`src/rtl/fpu_pkg.sv`:
```
// Shared single-precision field widths, exponent limit and operand layout.
package fpu_pkg;

  localparam int unsigned EXP_W  = 8;
  localparam int unsigned FRAC_W = 23;
  localparam logic [EXP_W-1:0] EXP_MAX = 8'hff;

  typedef struct packed {
    logic              sign;
    logic [EXP_W-1:0]  exp;
    logic [FRAC_W-1:0] frac;
  } fp32_t;

endpackage

```
`src/rtl/fp_classify.sv`:
```
// Combinational field split and special-value classification of one operand.
module fp_classify #(
  parameter int unsigned EXP_W  = fpu_pkg::EXP_W,
  parameter int unsigned FRAC_W = fpu_pkg::FRAC_W
) (
  input  logic [EXP_W+FRAC_W:0] op_i,
  output logic                  sign_o,
  output logic [EXP_W-1:0]      exp_o,
  output logic [FRAC_W-1:0]     frac_o,
  output logic                  inf_o,
  output logic                  nan_o,
  output logic                  zero_o,
  output logic                  denorm_o
);
  import fpu_pkg::*;

  logic exp_ones;
  logic exp_zero;
  logic frac_zero;

  assign sign_o = op_i[EXP_W+FRAC_W];
  assign exp_o  = op_i[FRAC_W +: EXP_W];
  assign frac_o = op_i[FRAC_W-1:0];

  // Classification ignores the sign bit entirely.
  assign exp_ones  = &exp_o;
  assign exp_zero  = ~|exp_o;
  assign frac_zero = ~|frac_o;

  assign inf_o    = exp_ones & frac_zero;
  assign nan_o    = exp_ones & ~frac_zero;
  assign zero_o   = exp_zero & frac_zero;
  assign denorm_o = exp_zero & ~frac_zero;

endmodule

```
`src/rtl/operands.sv`:
```
// Decodes an x/y operand pair, compares exponents and registers the result (latency 1).
module operands #(
  parameter int unsigned EXP_W  = fpu_pkg::EXP_W,
  parameter int unsigned FRAC_W = fpu_pkg::FRAC_W
) (
  input  logic                  clk_i,
  input  logic                  rst_i,
  input  logic                  valid_i,
  input  logic [EXP_W+FRAC_W:0] x_i,
  input  logic [EXP_W+FRAC_W:0] y_i,
  output logic                  valid_o,
  output logic                  x_sign_o,
  output logic                  y_sign_o,
  output logic [EXP_W-1:0]      x_exp_o,
  output logic [EXP_W-1:0]      y_exp_o,
  output logic [FRAC_W-1:0]     x_frac_o,
  output logic [FRAC_W-1:0]     y_frac_o,
  output logic                  x_greater_o,
  output logic [EXP_W-1:0]      exp_shift_o,
  output logic                  x_infinity_o,
  output logic                  y_infinity_o,
  output logic                  x_nan_o,
  output logic                  y_nan_o,
  output logic                  x_zero_o,
  output logic                  y_zero_o,
  output logic                  x_denorm_o,
  output logic                  y_denorm_o
);
  import fpu_pkg::*;

  logic              x_sign_d, y_sign_d;
  logic [EXP_W-1:0]  x_exp_d, y_exp_d;
  logic [FRAC_W-1:0] x_frac_d, y_frac_d;
  logic              x_inf_d, y_inf_d, x_nan_d, y_nan_d;
  logic              x_zero_d, y_zero_d, x_denorm_d, y_denorm_d;
  logic              x_greater_d;
  logic [EXP_W-1:0]  exp_shift_d;

  fp_classify #(
    .EXP_W  (EXP_W),
    .FRAC_W (FRAC_W)
  ) u_x_classify (
    .op_i     (x_i),
    .sign_o   (x_sign_d),
    .exp_o    (x_exp_d),
    .frac_o   (x_frac_d),
    .inf_o    (x_inf_d),
    .nan_o    (x_nan_d),
    .zero_o   (x_zero_d),
    .denorm_o (x_denorm_d)
  );

  fp_classify #(
    .EXP_W  (EXP_W),
    .FRAC_W (FRAC_W)
  ) u_y_classify (
    .op_i     (y_i),
    .sign_o   (y_sign_d),
    .exp_o    (y_exp_d),
    .frac_o   (y_frac_d),
    .inf_o    (y_inf_d),
    .nan_o    (y_nan_d),
    .zero_o   (y_zero_d),
    .denorm_o (y_denorm_d)
  );

  // Subtract smaller from larger so the difference never wraps.
  always_comb begin
    x_greater_d = x_exp_d > y_exp_d;
    exp_shift_d = x_greater_d ? (x_exp_d - y_exp_d) : (y_exp_d - x_exp_d);
  end

  always_ff @(posedge clk_i) begin
    if (rst_i) begin
      valid_o      <= 1'b0;
      x_sign_o     <= 1'b0;
      y_sign_o     <= 1'b0;
      x_exp_o      <= '0;
      y_exp_o      <= '0;
      x_frac_o     <= '0;
      y_frac_o     <= '0;
      x_greater_o  <= 1'b0;
      exp_shift_o  <= '0;
      x_infinity_o <= 1'b0;
      y_infinity_o <= 1'b0;
      x_nan_o      <= 1'b0;
      y_nan_o      <= 1'b0;
      x_zero_o     <= 1'b0;
      y_zero_o     <= 1'b0;
      x_denorm_o   <= 1'b0;
      y_denorm_o   <= 1'b0;
    end else begin
      valid_o <= valid_i;
      // Decoded fields hold their last value between captures.
      if (valid_i) begin
        x_sign_o     <= x_sign_d;
        y_sign_o     <= y_sign_d;
        x_exp_o      <= x_exp_d;
        y_exp_o      <= y_exp_d;
        x_frac_o     <= x_frac_d;
        y_frac_o     <= y_frac_d;
        x_greater_o  <= x_greater_d;
        exp_shift_o  <= exp_shift_d;
        x_infinity_o <= x_inf_d;
        y_infinity_o <= y_inf_d;
        x_nan_o      <= x_nan_d;
        y_nan_o      <= y_nan_d;
        x_zero_o     <= x_zero_d;
        y_zero_o     <= y_zero_d;
        x_denorm_o   <= x_denorm_d;
        y_denorm_o   <= y_denorm_d;
      end
    end
  end

endmodule

```
`config.mk`:
```
export PLATFORM = sky130hd
export DESIGN_NAME = operands
export DESIGN_NICKNAME = d
export VERILOG_FILES = /design/src/rtl/fpu_pkg.sv /design/src/rtl/fp_classify.sv /design/src/rtl/operands.sv
export SDC_FILE = /design/constraint.sdc
export NUM_CORES = 1
export LEC_CHECK = 0
export BUFFER_PORTS_ARGS = -buffer_cell sky130_fd_sc_hd__buf_4
export CAP_MARGIN = 20
export CORE_MARGIN = 5
export CORE_UTILIZATION = 40
export CTS_BUF_LIST = sky130_fd_sc_hd__clkbuf_4 sky130_fd_sc_hd__clkbuf_8
export CTS_CLUSTER_DIAMETER = 150
export DETAILED_ROUTE_END_ITERATION = 12
export PLACE_DENSITY = 0.79
export RECOVER_POWER = 25
export SYNTH_ARGS = -nofsm -noshare
export SYNTH_HDL_FRONTEND = slang
export SYNTH_SLANG_ARGS = --single-unit
```
`constraint.sdc`:
```
create_clock -name clk_i -period 2 [get_ports clk_i]
set_input_delay 0 -clock clk_i [delete_from_list [all_inputs] [get_ports clk_i]]
set_output_delay 0 -clock clk_i [all_outputs]
set_load 0.02 [all_outputs]
```
==> reports/metrics.csv <==
stage,metric,value,unit
place,dp_hpwl,8010,um
final_layout,nNetsFinal,675,
final_layout,multiInputGateArea,1880,um^2
global_routing,grt_usage,0.209,
global_routing,grt_overflow,0,
critical_path,arrival,2140,ps
job,cap_violations,0,
clocking,insertion_delay,330,ps
critical_path,ff2ff_path_depth,2,
clocking,cts.htree.levels,3,
floorplanning,initial_core_util,0.415,
timing,max_freq,0.529,GHz
clocking,cts_tree,done,
place,gp_congestion,0.884,
final_layout,most-common-layout-cells,"buf_4 (140), nor2_1 (89), dfxtp_1 (82)",
clocking,cts_buffer_depth,2,
critical_path,worst_r2r_endpoint,x_frac_o[3],
final_layout,syn_to_final_growth,54.6,%
timing,hold_viol,0,
routing,wire_per_inst,17.1,um
global_routing,first_global_vias,3849,
floorplanning,die_h,106,um
clocking,path_clk_slew,80,ps
place,dp_slack,-46.0,ps
final_layout,instances_no_fill,705,
timing,tns,0,ps
critical_path,cp_top_family,buffers and inverters,
final_layout,fill_cells,694,
critical_path,crit_path_start,y_i[30],
logic_synthesis,ys_types,33,
critical_path,cp_max_fo,8,
critical_path,path_cells,"dlygate4sd3_1, buf_4, inv_2, ha_4, nand4_1, a21oi_2, o31a_1, buf_6, mux2i_2, xor2_1, a211oi_1",
power,p_per_area,680,nW/um^2
critical_path,critPathBufInv,4,
logic_synthesis,ys_seq_area_frac,0.449,
timing,setup_viol,0,
routing,drtPass1Iterations,4,
floorplanning,die_x,106,um
timing,relSlewSlack,0.441,
final_layout,drive_gt1_frac,0.299,
critical_path,ff2ff_setup_slack,1240,ps
final_layout,ff_latch_area,1640,um^2
clocking,clock-sinks,82,
timing,rsz0062_at_grt,no,
routing,finalWirelength,12000,um
critical_path,worst_path_max_delay_cell,dlygate4sd3_1,
timing,worst_slack,109,ps
floorplanning,core_area,8810,um^2
critical_path,path_class,in -> reg,
timing,skew,0,ps
critical_path,cpPeakStageDelay,540,ps
logic_synthesis,syn_avg_cell_area,9.48,um^2
logic_synthesis,syn_inst,386,
status,outcome,completed,
floorplanning,pin_count,149,
routing,drt_iter0_drc,153,
timing,tightest_slew,838,ps
critical_path,crit_required,2250,ps
place,portBuffers,148,
global_routing,grt_max_degree,83,
place,dp.cells,623,
floorplanning,placementRows,34,
critical_path,timing.rr.start,x_frac_o[3],
clocking,cts_buffers,9,
global_routing,antenna_found_initial,1,
timing,fin_crit,1890,ps
timing,fin_crit_sh,0.945,
logic_synthesis,yosys_warnings,0,
power,vdd_drop_max,0.537,mV
logic_synthesis,ys_ff_latch,82,
critical_path,path_depth,11,
timing,slew_viol_final,0,
critical_path,endpoint,exp_shift_o[3],
floorplanning,die_area,11200,um^2
clocking,root_buffer,clkbuf_8,
global_routing,grt_pass1_wl,19100,um
routing,final_antenna_net_count,0,
logic_synthesis,syn_area,3660,um^2
logic_synthesis,synth_fp_nets,470,
timing,whs,53.2,ps
min_path,hold_path.class,in -> reg,
critical_path,startpoint_type,primary input,
power,leakage,0.00270,uW
final_layout,final_common_cell,buf_4,
routing,vias_per_cell,5.11,
routing,via_count,3600,
critical_path,endpoint_kind,register,
routing,drc,0,
metal layers:
| layer | vias to the layer above | GRT usage | wire [um] |
|---|---|---|---|
| met5 | - | 0 | 0 |
| met4 | 0 | 0.0870 | 434 |
| met3 | 35 | 0.0556 | 772 |
| met2 | 135 | 0.377 | 6130 |
| met1 | 1694 | 0.234 | 4690 |
| li1 | 1736 | - | - |
repair_timing:
action,in CTS,in global routing
hold buffers,63,0
resized for setup,0,12
endpoints found under the hold margin,63,0
setup endpoints to repair,0,7
setup buffers,0,2
how the worst min path moves through the flow:
stage               startpoint        endpoint  slack (ps)  depth (start not counted)
floorplan              y_i[15]    y_frac_o[15]         150                          2
global placement       y_i[31]        y_sign_o         240                          3
detailed placement     x_i[31]        x_sign_o         250                          3
CTS                    y_i[23]  exp_shift_o[0]          30                          3
global route           x_i[23]      x_exp_o[0]          80                          4
finish                 x_i[23]      x_exp_o[0]          50                          4
Yosys cell counts:
master	instances	area share
a211oi_1	7	0.014
a211oi_2	1	0.0034
a21o_1	2	0.0041
a21o_2	4	0.0096
a21oi_1	10	0.014
a21oi_2	1	0.0024
a221oi_1	2	0.0048
a22oi_1	4	0.0082
a31oi_1	4	0.0068
and4_2	2	0.0055
buf_1	4	0.0041
buf_6	3	0.0092
clkbuf_1	15	0.015
clkbuf_2	1	0.0014
clkbuf_8	1	0.0038
dfxtp_1	82	0.45
fa_1	2	0.011
ha_1	15	0.051
inv_1	16	0.016
mux2i_1	71	0.19
nand2_1	10	0.010
nand3_1	2	0.0027
nand3b_1	1	0.0021
nand4_1	7	0.012
nor2_1	89	0.091
nor3_1	5	0.0068
nor4_1	11	0.019
o21ai_0	4	0.0055
o31a_1	1	0.0024
or2_2	2	0.0034
or4_1	1	0.0021
xnor2_1	4	0.0096
xor2_1	2	0.0048
tightest hold or removal path, cell delays in order:
cell and delay (ps):
buf_4 90, buf_4 120, mux2i_1 60, nor2_1 70
where the power goes:
group,switching [uW],total (uW),internal (uW)
Combinational,493,971,477
Clock,617,1090,476
Sequential,55.0,1780,1730
per-stage QoR:
stage / area, um^2 / total power, uW / util
5_1_grt: 5660 / 4040 / 0.642
6_report: 5660 / 3850 / 0.642
4_1_cts: 5640 / 3850 / 0.641
2_1_floorplan: 3660 / 2290 / -
3_5_place_dp: 4830 / 2650 / 0.549
3_3_place_gp: 4830 / 2630 / 0.549
cells by family (layout without fill, tap and decap cells):
group           Yosys count  count (layout)  share of synthesized area
compound gates           40              40                     0.0752
xor+xnor                  6               6                     0.0144
fa+ha+maj                17              17                     0.0622
buf+inv                  40             250                     0.0503
flops                    82              82                      0.449
mux                      71              71                      0.194
other cells               0               1                          0
simple gates            130             130                      0.155
flip-flops by register name (all words and copies together), names as in the netlist:
name          cells
x_frac_o         23
x_denorm_o        1
y_sign_o          1
x_exp_o           8
y_zero_o          1
y_frac_o         23
x_greater_o       1
y_denorm_o        1
y_exp_o           8
valid_o           1
x_nan_o           1
y_nan_o           1
y_infinity_o      1
x_infinity_o      1
x_zero_o          1
x_sign_o          1
exp_shift_o       8
final cells by class:
| type | count | share of cell area |
|---|---|---|
| multi-input cells | 264 | 0.332 |
| repair buffers | 218 | 0.311 |
| flip-flops and latches | 82 | 0.290 |
| well taps | 108 | 0.0239 |
| clock buffers | 10 | 0.0232 |
| inverters | 16 | 0.0106 |
| clock inverters | 6 | 0.00863 |
| diodes | 1 | 0.000442 |
Note: power is estimated with default switching activity, not from simulation.
